<file path="config.mk">
export PLATFORM = sky130hd
export DESIGN_NAME = vga_scanout_reader_flat
export DESIGN_NICKNAME = d
export VERILOG_FILES = /design/src/rtl/vga_timing_pkg.sv /design/src/rtl/vga_scanout_reader_if.sv /design/src/rtl/vga_timing_counter.sv /design/src/rtl/vga_scanout_reader.sv /design/src/flat_wrapper.sv
export SDC_FILE = /design/constraint.sdc
export NUM_CORES = 1
export LEC_CHECK = 0
export CAP_MARGIN = 20
export CORE_ASPECT_RATIO = 1.2
export CORE_MARGIN = 2
export CORE_UTILIZATION = 50
export DETAILED_ROUTE_END_ITERATION = 6
export GPL_ROUTABILITY_DRIVEN = 1
export PLACE_DENSITY = 0.77
export SLEW_MARGIN = 15
export SYNTH_ARGS = -nofsm -noshare
export SYNTH_HDL_FRONTEND = slang
export SYNTH_HIERARCHICAL = 1
export SYNTH_SLANG_ARGS = --single-unit
</file>
<file path="constraint.sdc">
create_clock -name iClk -period 5.1 [get_ports iClk]
set_input_delay 1.53 -clock iClk [delete_from_list [all_inputs] [get_ports iClk]]
set_output_delay 1.53 -clock iClk [all_outputs]
set_load 0.01 [all_outputs]
</file>
<file path="src/rtl/vga_timing_pkg.sv">
// Shared VGA timing constants, framebuffer defaults and the timing-flag bundle
// that travels down the output delay line.
package vga_timing_pkg;

    localparam int H_ACTIVE = 640;
    localparam int H_FP     = 16;
    localparam int H_SYNC   = 96;
    localparam int H_BP     = 48;
    localparam int H_TOTAL  = H_ACTIVE + H_FP + H_SYNC + H_BP;

    localparam int V_ACTIVE = 480;
    localparam int V_FP     = 10;
    localparam int V_SYNC   = 2;
    localparam int V_BP     = 33;
    localparam int V_TOTAL  = V_ACTIVE + V_FP + V_SYNC + V_BP;

    localparam int FB_WIDTH_DEF  = 160;
    localparam int FB_HEIGHT_DEF = 120;

    localparam int CNT_W  = 10;
    localparam int ADDR_W = 15;
    localparam int PIX_W  = 3;

    // Sync levels are stored as they appear on the pins (active-low).
    typedef struct packed {
        logic active;
        logic hs_n;
        logic vs_n;
        logic frame_start;
    } vga_flags_t;

    localparam vga_flags_t FLAGS_IDLE = '{active: 1'b0, hs_n: 1'b1, vs_n: 1'b1, frame_start: 1'b0};

endpackage

</file>
<file path="src/rtl/vga_scanout_reader_if.sv">
// Read port between the scanout reader and the two-bank pixel memory controller.
interface vga_scanout_reader_if;
    import vga_timing_pkg::*;

    // No valid/ready: a read is issued every cycle and q returns the pixel for
    // address/chip_select exactly MEM_LATENCY cycles later, unconditionally.
    logic [ADDR_W-1:0] address;
    logic              chip_select;
    logic [PIX_W-1:0]  q;

    modport master (output address, output chip_select, input q);
    modport slave  (input address, input chip_select, output q);

endinterface

</file>
<file path="src/rtl/vga_timing_counter.sv">
// Horizontal/vertical raster counters with raw (undelayed) timing flags,
// 4x-downscaled framebuffer coordinates and the bank-swap point strobe.
module vga_timing_counter
    import vga_timing_pkg::*;
#(
    parameter int H_ACT    = H_ACTIVE,
    parameter int H_FRONT  = H_FP,
    parameter int H_SYNC_W = H_SYNC,
    parameter int H_BACK   = H_BP,
    parameter int V_ACT    = V_ACTIVE,
    parameter int V_FRONT  = V_FP,
    parameter int V_SYNC_W = V_SYNC,
    parameter int V_BACK   = V_BP
) (
    input  logic             clk,
    input  logic             rst_n,
    output logic [CNT_W-3:0] fb_x,
    output logic [CNT_W-3:0] fb_y,
    output vga_flags_t       flags,
    output logic             swap_point
);

    localparam logic [CNT_W-1:0] H_ACT_C  = CNT_W'(H_ACT);
    localparam logic [CNT_W-1:0] HS_FIRST = CNT_W'(H_ACT + H_FRONT);
    localparam logic [CNT_W-1:0] HS_LAST  = CNT_W'(H_ACT + H_FRONT + H_SYNC_W - 1);
    localparam logic [CNT_W-1:0] H_LAST   = CNT_W'(H_ACT + H_FRONT + H_SYNC_W + H_BACK - 1);
    localparam logic [CNT_W-1:0] V_ACT_C  = CNT_W'(V_ACT);
    localparam logic [CNT_W-1:0] VS_FIRST = CNT_W'(V_ACT + V_FRONT);
    localparam logic [CNT_W-1:0] VS_LAST  = CNT_W'(V_ACT + V_FRONT + V_SYNC_W - 1);
    localparam logic [CNT_W-1:0] V_LAST   = CNT_W'(V_ACT + V_FRONT + V_SYNC_W + V_BACK - 1);
    localparam logic [CNT_W-1:0] V_SWAP   = CNT_W'(V_ACT - 1);

    logic [CNT_W-1:0] h;
    logic [CNT_W-1:0] v;

    always_ff @(posedge clk or negedge rst_n) begin
        if (!rst_n) begin
            h <= '0;
            v <= '0;
        end else if (h == H_LAST) begin
            h <= '0;
            v <= (v == V_LAST) ? '0 : v + 1'b1;
        end else begin
            h <= h + 1'b1;
        end
    end

    always_comb begin
        flags             = FLAGS_IDLE;
        flags.active      = (h < H_ACT_C) && (v < V_ACT_C);
        flags.hs_n        = !((h >= HS_FIRST) && (h <= HS_LAST));
        flags.vs_n        = !((v >= VS_FIRST) && (v <= VS_LAST));
        flags.frame_start = (h == '0) && (v == '0);
    end

    // Last cycle of the last active line: the display bank has no reads left.
    assign swap_point = (h == H_LAST) && (v == V_SWAP);
    assign fb_x       = h[CNT_W-1:2];
    assign fb_y       = v[CNT_W-1:2];

endmodule

</file>
<file path="src/rtl/vga_scanout_reader.sv">
// VGA scanout: raster timing, 4x4-upscaled framebuffer reads from the display
// bank, double-buffer swap at the start of vertical blanking, RGB/sync outputs.
module vga_scanout_reader
    import vga_timing_pkg::*;
#(
    parameter int MEM_LATENCY = 1,
    parameter int FB_WIDTH    = FB_WIDTH_DEF,
    parameter int H_ACT       = H_ACTIVE,
    parameter int H_FRONT     = H_FP,
    parameter int H_SYNC_W    = H_SYNC,
    parameter int H_BACK      = H_BP,
    parameter int V_ACT       = V_ACTIVE,
    parameter int V_FRONT     = V_FP,
    parameter int V_SYNC_W    = V_SYNC,
    parameter int V_BACK      = V_BP
) (
    input  logic                 iClk,
    input  logic                 iResetn,
    vga_scanout_reader_if.master mem,
    input  logic                 iSwapReq,
    output logic                 oDrawBank,
    output logic                 oSwapAck,
    output logic [7:0]           oVGA_R,
    output logic [7:0]           oVGA_G,
    output logic [7:0]           oVGA_B,
    output logic                 oHS,
    output logic                 oVS,
    output logic                 oBlank_n,
    output logic                 oFrameStart
);

    // Counter -> address register -> memory -> colour register.
    localparam int DLY = 2 + MEM_LATENCY;

    logic [CNT_W-3:0]     fb_x;
    logic [CNT_W-3:0]     fb_y;
    vga_flags_t           flags;
    logic                 swap_point;
    logic                 swap_pending;
    logic [ADDR_W-1:0]    addr_next;
    vga_flags_t [DLY-1:0] flag_pipe;

    vga_timing_counter #(
        .H_ACT   (H_ACT),
        .H_FRONT (H_FRONT),
        .H_SYNC_W(H_SYNC_W),
        .H_BACK  (H_BACK),
        .V_ACT   (V_ACT),
        .V_FRONT (V_FRONT),
        .V_SYNC_W(V_SYNC_W),
        .V_BACK  (V_BACK)
    ) u_counter (
        .clk       (iClk),
        .rst_n     (iResetn),
        .fb_x      (fb_x),
        .fb_y      (fb_y),
        .flags     (flags),
        .swap_point(swap_point)
    );

    generate
        if (FB_WIDTH == 160) begin : g_addr_shift
            // y*160 = y*128 + y*32, keeps a multiplier off the pixel path.
            assign addr_next = ADDR_W'({fb_y, 7'b0}) + ADDR_W'({fb_y, 5'b0}) + ADDR_W'(fb_x);
        end else begin : g_addr_mul
            assign addr_next = ADDR_W'(32'(fb_y) * FB_WIDTH + 32'(fb_x));
        end
    endgenerate

    always_ff @(posedge iClk or negedge iResetn) begin
        if (!iResetn) begin
            mem.address     <= '0;
            mem.chip_select <= 1'b0;
            swap_pending    <= 1'b0;
            oSwapAck        <= 1'b0;
        end else begin
            mem.address <= flags.active ? addr_next : '0;
            oSwapAck    <= 1'b0;
            if (swap_point && (swap_pending || iSwapReq)) begin
                mem.chip_select <= ~mem.chip_select;
                oSwapAck        <= 1'b1;
                swap_pending    <= 1'b0;
            end else if (iSwapReq) begin
                swap_pending <= 1'b1;
            end
        end
    end

    always_ff @(posedge iClk or negedge iResetn) begin
        if (!iResetn) begin
            flag_pipe <= {DLY{FLAGS_IDLE}};
        end else begin
            flag_pipe <= {flag_pipe[DLY-2:0], flags};
        end
    end

    // q belongs to the pixel whose flags sit one stage short of the output.
    always_ff @(posedge iClk or negedge iResetn) begin
        if (!iResetn) begin
            oVGA_R <= '0;
            oVGA_G <= '0;
            oVGA_B <= '0;
        end else if (flag_pipe[DLY-2].active) begin
            oVGA_R <= {8{mem.q[2]}};
            oVGA_G <= {8{mem.q[1]}};
            oVGA_B <= {8{mem.q[0]}};
        end else begin
            oVGA_R <= '0;
            oVGA_G <= '0;
            oVGA_B <= '0;
        end
    end

    assign oBlank_n    = flag_pipe[DLY-1].active;
    assign oHS         = flag_pipe[DLY-1].hs_n;
    assign oVS         = flag_pipe[DLY-1].vs_n;
    assign oFrameStart = flag_pipe[DLY-1].frame_start;
    assign oDrawBank   = ~mem.chip_select;

endmodule

</file>
<file path="src/flat_wrapper.sv">
// flat-port wrapper written by rule: the top's interface ports become plain ports
module vga_scanout_reader_flat import vga_timing_pkg::*;
#(
    parameter int MEM_LATENCY = 1,
    parameter int FB_WIDTH    = FB_WIDTH_DEF,
    parameter int H_ACT       = H_ACTIVE,
    parameter int H_FRONT     = H_FP,
    parameter int H_SYNC_W    = H_SYNC,
    parameter int H_BACK      = H_BP,
    parameter int V_ACT       = V_ACTIVE,
    parameter int V_FRONT     = V_FP,
    parameter int V_SYNC_W    = V_SYNC,
    parameter int V_BACK      = V_BP
)
  (iClk, iResetn, iSwapReq, oDrawBank, oSwapAck, oVGA_R, oVGA_G, oVGA_B, oHS, oVS, oBlank_n, oFrameStart, mem_address, mem_chip_select, mem_q);
  vga_scanout_reader_if mem_i ();
  input  logic iClk;
  input  logic iResetn;
  input  logic iSwapReq;
  output logic oDrawBank;
  output logic oSwapAck;
  output logic [7:0] oVGA_R;
  output logic [7:0] oVGA_G;
  output logic [7:0] oVGA_B;
  output logic oHS;
  output logic oVS;
  output logic oBlank_n;
  output logic oFrameStart;
  output wire logic [$bits(mem_i.address)-1:0] mem_address;
  output wire logic [$bits(mem_i.chip_select)-1:0] mem_chip_select;
  input wire logic [$bits(mem_i.q)-1:0] mem_q;
  assign mem_address = mem_i.address;
  assign mem_chip_select = mem_i.chip_select;
  assign mem_i.q = mem_q;
  vga_scanout_reader #(.MEM_LATENCY(MEM_LATENCY), .FB_WIDTH(FB_WIDTH), .H_ACT(H_ACT), .H_FRONT(H_FRONT), .H_SYNC_W(H_SYNC_W), .H_BACK(H_BACK), .V_ACT(V_ACT), .V_FRONT(V_FRONT), .V_SYNC_W(V_SYNC_W), .V_BACK(V_BACK)) u_core (.iClk(iClk), .iResetn(iResetn), .mem(mem_i), .iSwapReq(iSwapReq), .oDrawBank(oDrawBank), .oSwapAck(oSwapAck), .oVGA_R(oVGA_R), .oVGA_G(oVGA_G), .oVGA_B(oVGA_B), .oHS(oHS), .oVS(oVS), .oBlank_n(oBlank_n), .oFrameStart(oFrameStart));
endmodule
</file>
Yosys cells after proc, flatten, opt, wreduce, memory -nomap -nowiden
Cells that the tools add are included.
{"block": "totals", "regBits": 74, "in_bits": 6, "output_inout_bits": 46, "wordCells": 56}
{"block": "classes", "add_sub_neg": 4, "n_lt_le_gt_ge": 6, "eq_ne": 3, "n_mux": 9, "bitwise": 1, "n_reduce_logical": 12}
{"cell": "2-to-1 mux 8 bit", "n": 3}
{"cell": "adder 10 x 1 -> 10 bit, second input constant", "n": 2}
{"cell": "== test 10 bit, second input constant", "n": 2}
{"cell": "zero test 10 bit", "n": 2}
{"cell": "2-to-1 mux 10 bit", "n": 2}
{"cell": "adder 15 x 13 -> 15 bit", "n": 1}
{"cell": "adder 15 x 8 -> 15 bit", "n": 1}
{"cell": "2-to-1 mux 15 bit", "n": 1}
{"cell": "== test 10 x 9 -> 1 bit, second input constant", "n": 1}
{"cell": ">= comparator 10 bit, second input constant", "n": 1}
{"cell": ">= comparator 10 x 9 -> 1 bit, second input constant", "n": 1}
{"cell": "<= comparator 10 bit, second input constant", "n": 1}
{"cell": "<= comparator 10 x 9 -> 1 bit, second input constant", "n": 1}
{"cell": "less-than comparator 10 bit, second input constant", "n": 1}
{"cell": "less-than comparator 10 x 9 -> 1 bit, second input constant", "n": 1}
{"cell": "logical AND 1 bit", "n": 6}
{"cell": "2-to-1 mux 1 bit", "n": 3}
{"cell": "zero test 1 bit", "n": 2}
{"cell": "nonzero test 2 bit", "n": 1}
{"cell": "logical OR 1 bit", "n": 1}
{"cell": "NOT 1 bit", "n": 1}

Longest topological paths before layout
{"block": "logic_depth", "ltp_word": 4, "ltp_mapped": 9, "depth_no_buf": 8}

By module
Netlist, hierarchy kept.
{"module": "vga_scanout_reader", "n_inst": 1, "cells_each": 141, "area_per_inst_um2": 1649.1, "seq_area_each_um2": 833.3}
{"module": "vga_timing_counter", "n_inst": 1, "cells_each": 131, "area_per_inst_um2": 1216.2, "seq_area_each_um2": 500.5}

Least setup slack after synthesis
No wires, ideal clock.
{"block": "synth_path", "kind": "register to register", "from": "reg u_core.u_counter.h[9]", "to": "reg u_core.mem.address[13]", "setup_time_ps": 79, "t_arrival_ps": 2297, "required_time_ps": 5021, "path_slack_ps": 2724, "path_stages_with_launch": 10, "n_path_buf": 1, "period_less_slack_ps": 2376, "path_cell_list": "dfrtp_1 -> buf_4 -> inv_1 -> fa_1 -> inv_1 -> ha_1 -> a211oi_2 -> o21bai_1 -> o41ai_2 -> mux2i_1"}
{"block": "synth_via", "elab_chain_len": 3, "word_cells_on_any_way": 4, "classes_between": "1 x add/sub; 1 x order compare; 1 x mux; 1 x reduce/logical"}
{"element": "from (decl)", "line_no": "vga_timing_counter.sv:33", "rtl": "logic [CNT_W-1:0] h;"}
{"element": "from (signal assigned)", "line_no": "vga_timing_counter.sv:44", "rtl": "h <= h + 1'b1;"}
{"element": "branches (longest 2 deep; another with adder 15 x 8 -> 15 bit)"}
{"element": "2-to-1 mux 15 bit (*)", "line_no": "vga_scanout_reader.sv:77", "rtl": "mem.address <= flags.active ? addr_next : '0;"}
{"element": "to (signal assigned)", "line_no": "vga_scanout_reader.sv:77"}
{"element": "to (decl)", "line_no": "vga_scanout_reader_if.sv:11", "rtl": "modport master (output address, output chip_select, input q);"}
Every way passes the cells marked *.
A chain may end at the register's enable or synchronous reset.

Worst setup path in the final report
{"block": "layout_path", "from": "reg u_core.flag_pipe, in the netlist u_core/oHS", "to": "out oHS"}
{"element": "from (decl)", "line_no": "vga_scanout_reader.sv:41", "rtl": "vga_flags_t [DLY-1:0] flag_pipe;"}
{"element": "from (signal assigned)", "line_no": "vga_scanout_reader.sv:91", "rtl": "flag_pipe <= {DLY{FLAGS_IDLE}};"}
{"element": "from (signal assigned)", "line_no": "vga_scanout_reader.sv:93", "rtl": "flag_pipe <= {flag_pipe[DLY-2:0], flags};"}
{"element": "to (decl)", "line_no": "flat_wrapper.sv:25", "rtl": "output logic oHS;"}
No word-level cell between the ends.

==> run metrics <==
vias per cell=around 5.5; WHS Endpoint=u_core/flag_pipe[4]; Tcrit/Tclk final=a little under three fifths; ranking of synthesized cells by area=dfrtp_1, buf_4, ha_1; status=finished, final reports clean; CP delay by family, top=flip-flops; Synth Net Count=between 200 and 300; setup bufs post-CTS=0; DR vias=about 2000; most numerous cell in the Yosys netlist=dfrtp_1; die area=between 6000 and 7000 sq um; clk_skew=about 6.6 ps; power per standard cell area=between 200 and 250 nW/um^2; Worst Path Buf+Inv=1; post-CTS sizing=0; number of library cell types mapped by synthesis=50; CTS sink count=53; GRT Total Usage=between 15 and 20%; share of flip-flops with an asynchronous set or reset=100%; Crit Path Max Fanout=1; CTS tree=yes; NumNets Final=between 300 and 400; critical-path cell list=clkdlybuf4s50_1; non-filler instance count after layout=between 300 and 400; MaxCap Viol Count=0; DRC=0; Skew-Pair Late Insertion Delay=approximately 300 ps; syn avg cell area=~11 sq um; gpl congestion=0.822; row cnt=30; Area after DPL=between 3000 and 4000 sq um; Routed Antenna Nets=0; antenna violations before repair=0; R2R Setup Slk=2570 ps; CP Class=register to output port; hold_sp=u_core/flag_pipe[0]; Total Wirelength=approximately 5.0 mm; Pre-antenna DRT Iters=4; CTS Hold Bufs=0; share of the synthesized area in the top cell type=between 40% and 50%; largest net degree at the start of global routing=54; Iteration-0 DRC Markers=between 80 and 90; setup violators final=0; Min-Delay Path Depth=0; Die H=between 80 and 90 um; Die Wd=approximately 73 um; HPWL after detailed placement=between 3 and 4 mm; first-pass GRT wire length=~8.3 mm; Max clock buf depth=2; Util after Layout=58.1%; I/O Buffers=51; crit-path max cell delay=520 ps; crit path DAT=1350 ps; #FFs+latches synth=53; Reg2Reg Depth=8; Tmin final=approximately 2900 ps; Commonest cells post-synth=dfrtp_1, buf_4, ha_1; Filler cells=approximately 460; number of diodes=0; Startpoint Class=register; largest area contributor in the netlist=dfrtp_1; fraction of layout cells with a size suffix above 1=about 9.3%; f_max=~350 MHz; Synth warnings=6; H-tree lvl count=2; CTS Buf Count=5; dominant synthesized flop cell=dfrtp_1; sequential-to-total area share from yosys stat=46.6%; number of global-route vias before repair=1872; grt ovf=0; final worst slack=about 2200 ps; Worst slew margin=between 30% and 40%; pre-CTS worst setup slack=between 2000 and 3000 ps; worst vdd ir=around 0.11 mV; root buffer cell=clkbuf_8; Worst path slowest cell=dfstp_2; Reg clk slew, reported paths=90 ps; setup tns final=0 ps; Final Instance Area=3250 sq um; Max Slew Vio Count=0; P_leak=1.51 nW; number of synthesized flops with an enable pin=0; Hold WC Path Type=register to register; Post-Place Cells=between 300 and 400; WL/cell=roughly 14 um; Critical Path Sink Type=output port; Initial Utilization=slightly above 50%; Post-Syn Area=between 2000 and 3000 sq um; RSZ-0062 raised after global routing=false; io pins=52; Crit Reg-Reg Endpoint=u_core/mem.address[13]; worst r2r src=u_core/u_counter/v[2]; worst slew pin tran=between 900 and 1000 ps; final hold vios=0; critical path data required time=roughly 3600 ps; core area=about 5600 sq um; cells after synthesis=between 200 and 300; area grow syn2layout=13.4%
==> worst max-delay path by stage <==
stage,slack (ps),startpoint,end,cells past startpoint
3_5_place_dp,2550,u_core/oHS,oHS,1
2_1_floorplan,2720,u_core/u_counter/h[9],u_core/mem.address[13],9
6_report,2220,u_core/oHS,oHS,1
5_1_grt,2140,u_core/oVGA_R[6],oVGA_R[0],1
3_3_place_gp,2560,u_core/oVS,oVS,1
4_1_cts,2200,u_core/oHS,oHS,1
==> layout by cell type, fill, tap and decap left out, drive strengths merged, types with 6 or more instances in the layout <==
| cell | n |
|---|---|
| clkdlybuf4s50 | 50 |
| or3 | 7 |
| and2 | 11 |
| nand2 | 11 |
| xnor2 | 6 |
| nor4 | 8 |
| nor2 | 14 |
| o21ai | 9 |
| ha | 19 |
| dfstp | 6 |
| nand4 | 6 |
| dfrtp | 47 |
| inv | 16 |
| xor2 | 6 |
| nand3 | 16 |
==> layer usage <==
layer / vias to the layer above / part of all wire, % / track usage (%) / wire length, um
li1: 937 / - / - / -
met1: 966 / 42 / 19.3 / 2110
met2: 48 / 52 / 29.2 / 2600
met3: 13 / 3.4 / 3.36 / 171
met4: 0 / 3.1 / 8.25 / 157
met5: - / 0 / 0 / 0
==> state kept, by name (all words and copies together) (netlist names) <==
| signal | count |
|---|---|
| u_core/mem.address | 15 |
| u_core/u_counter/h | 10 |
| u_core/u_counter/v | 10 |
| u_core/flag_pipe | 8 |
| u_core/mem.chip_select | 1 |
| u_core/oBlank_n | 1 |
| u_core/oFrameStart | 1 |
| u_core/oHS | 1 |
| u_core/oSwapAck | 1 |
| u_core/oVGA_B | 1 |
| u_core/oVGA_G | 1 |
| u_core/oVGA_R | 1 |
| u_core/oVS | 1 |
| u_core/swap_pending | 1 |
==> through the flow <==
step	total power, W	hold slack, ps
6_report	0.000688	355
4_1_cts	0.000703	357
5_1_grt	0.000719	355
3_3_place_gp	0.000468	332
2_1_floorplan	0.000450	331
3_5_place_dp	0.000469	348
==> logic make-up (layout without fill, tap and decap cells) <==
| group | count (synthesis) | in the layout | synth area share, % |
|---|---|---|---|
| AO/OA/AOI/OAI | 30 | 30 | 7.77 |
| XOR/XNOR | 12 | 12 | 3.67 |
| adder cells (fa/ha/maj) | 21 | 21 | 9.69 |
| buffers and inverters | 58 | 77 | 12.6 |
| flip-flops | 53 | 53 | 46.6 |
| multiplexers | 2 | 2 | 0.699 |
| AND/OR/NAND/NOR | 96 | 96 | 19.0 |
==> cell type report <==
type                    instances  area (sq um)  share of cell area (%)
clock buffers                   5          68.8                    2.12
clock inverters                 3          17.5                   0.539
inverters                      16          60.1                    1.85
multi-input cells             161          1170                    36.0
flip-flops and latches         53          1330                    41.0
well taps                      64          80.1                    2.46
repair buffers                 53           520                    16.0
==> power breakdown <==
group / switching [W] / leakage [nW] / internal (W)
clock network: 0.000133 / 0.0439 / 0.0000950
registers: 0.00000204 / 0.662 / 0.000421
logic: 0.0000168 / 0.801 / 0.0000198
(Power assumes the default switching activity.)
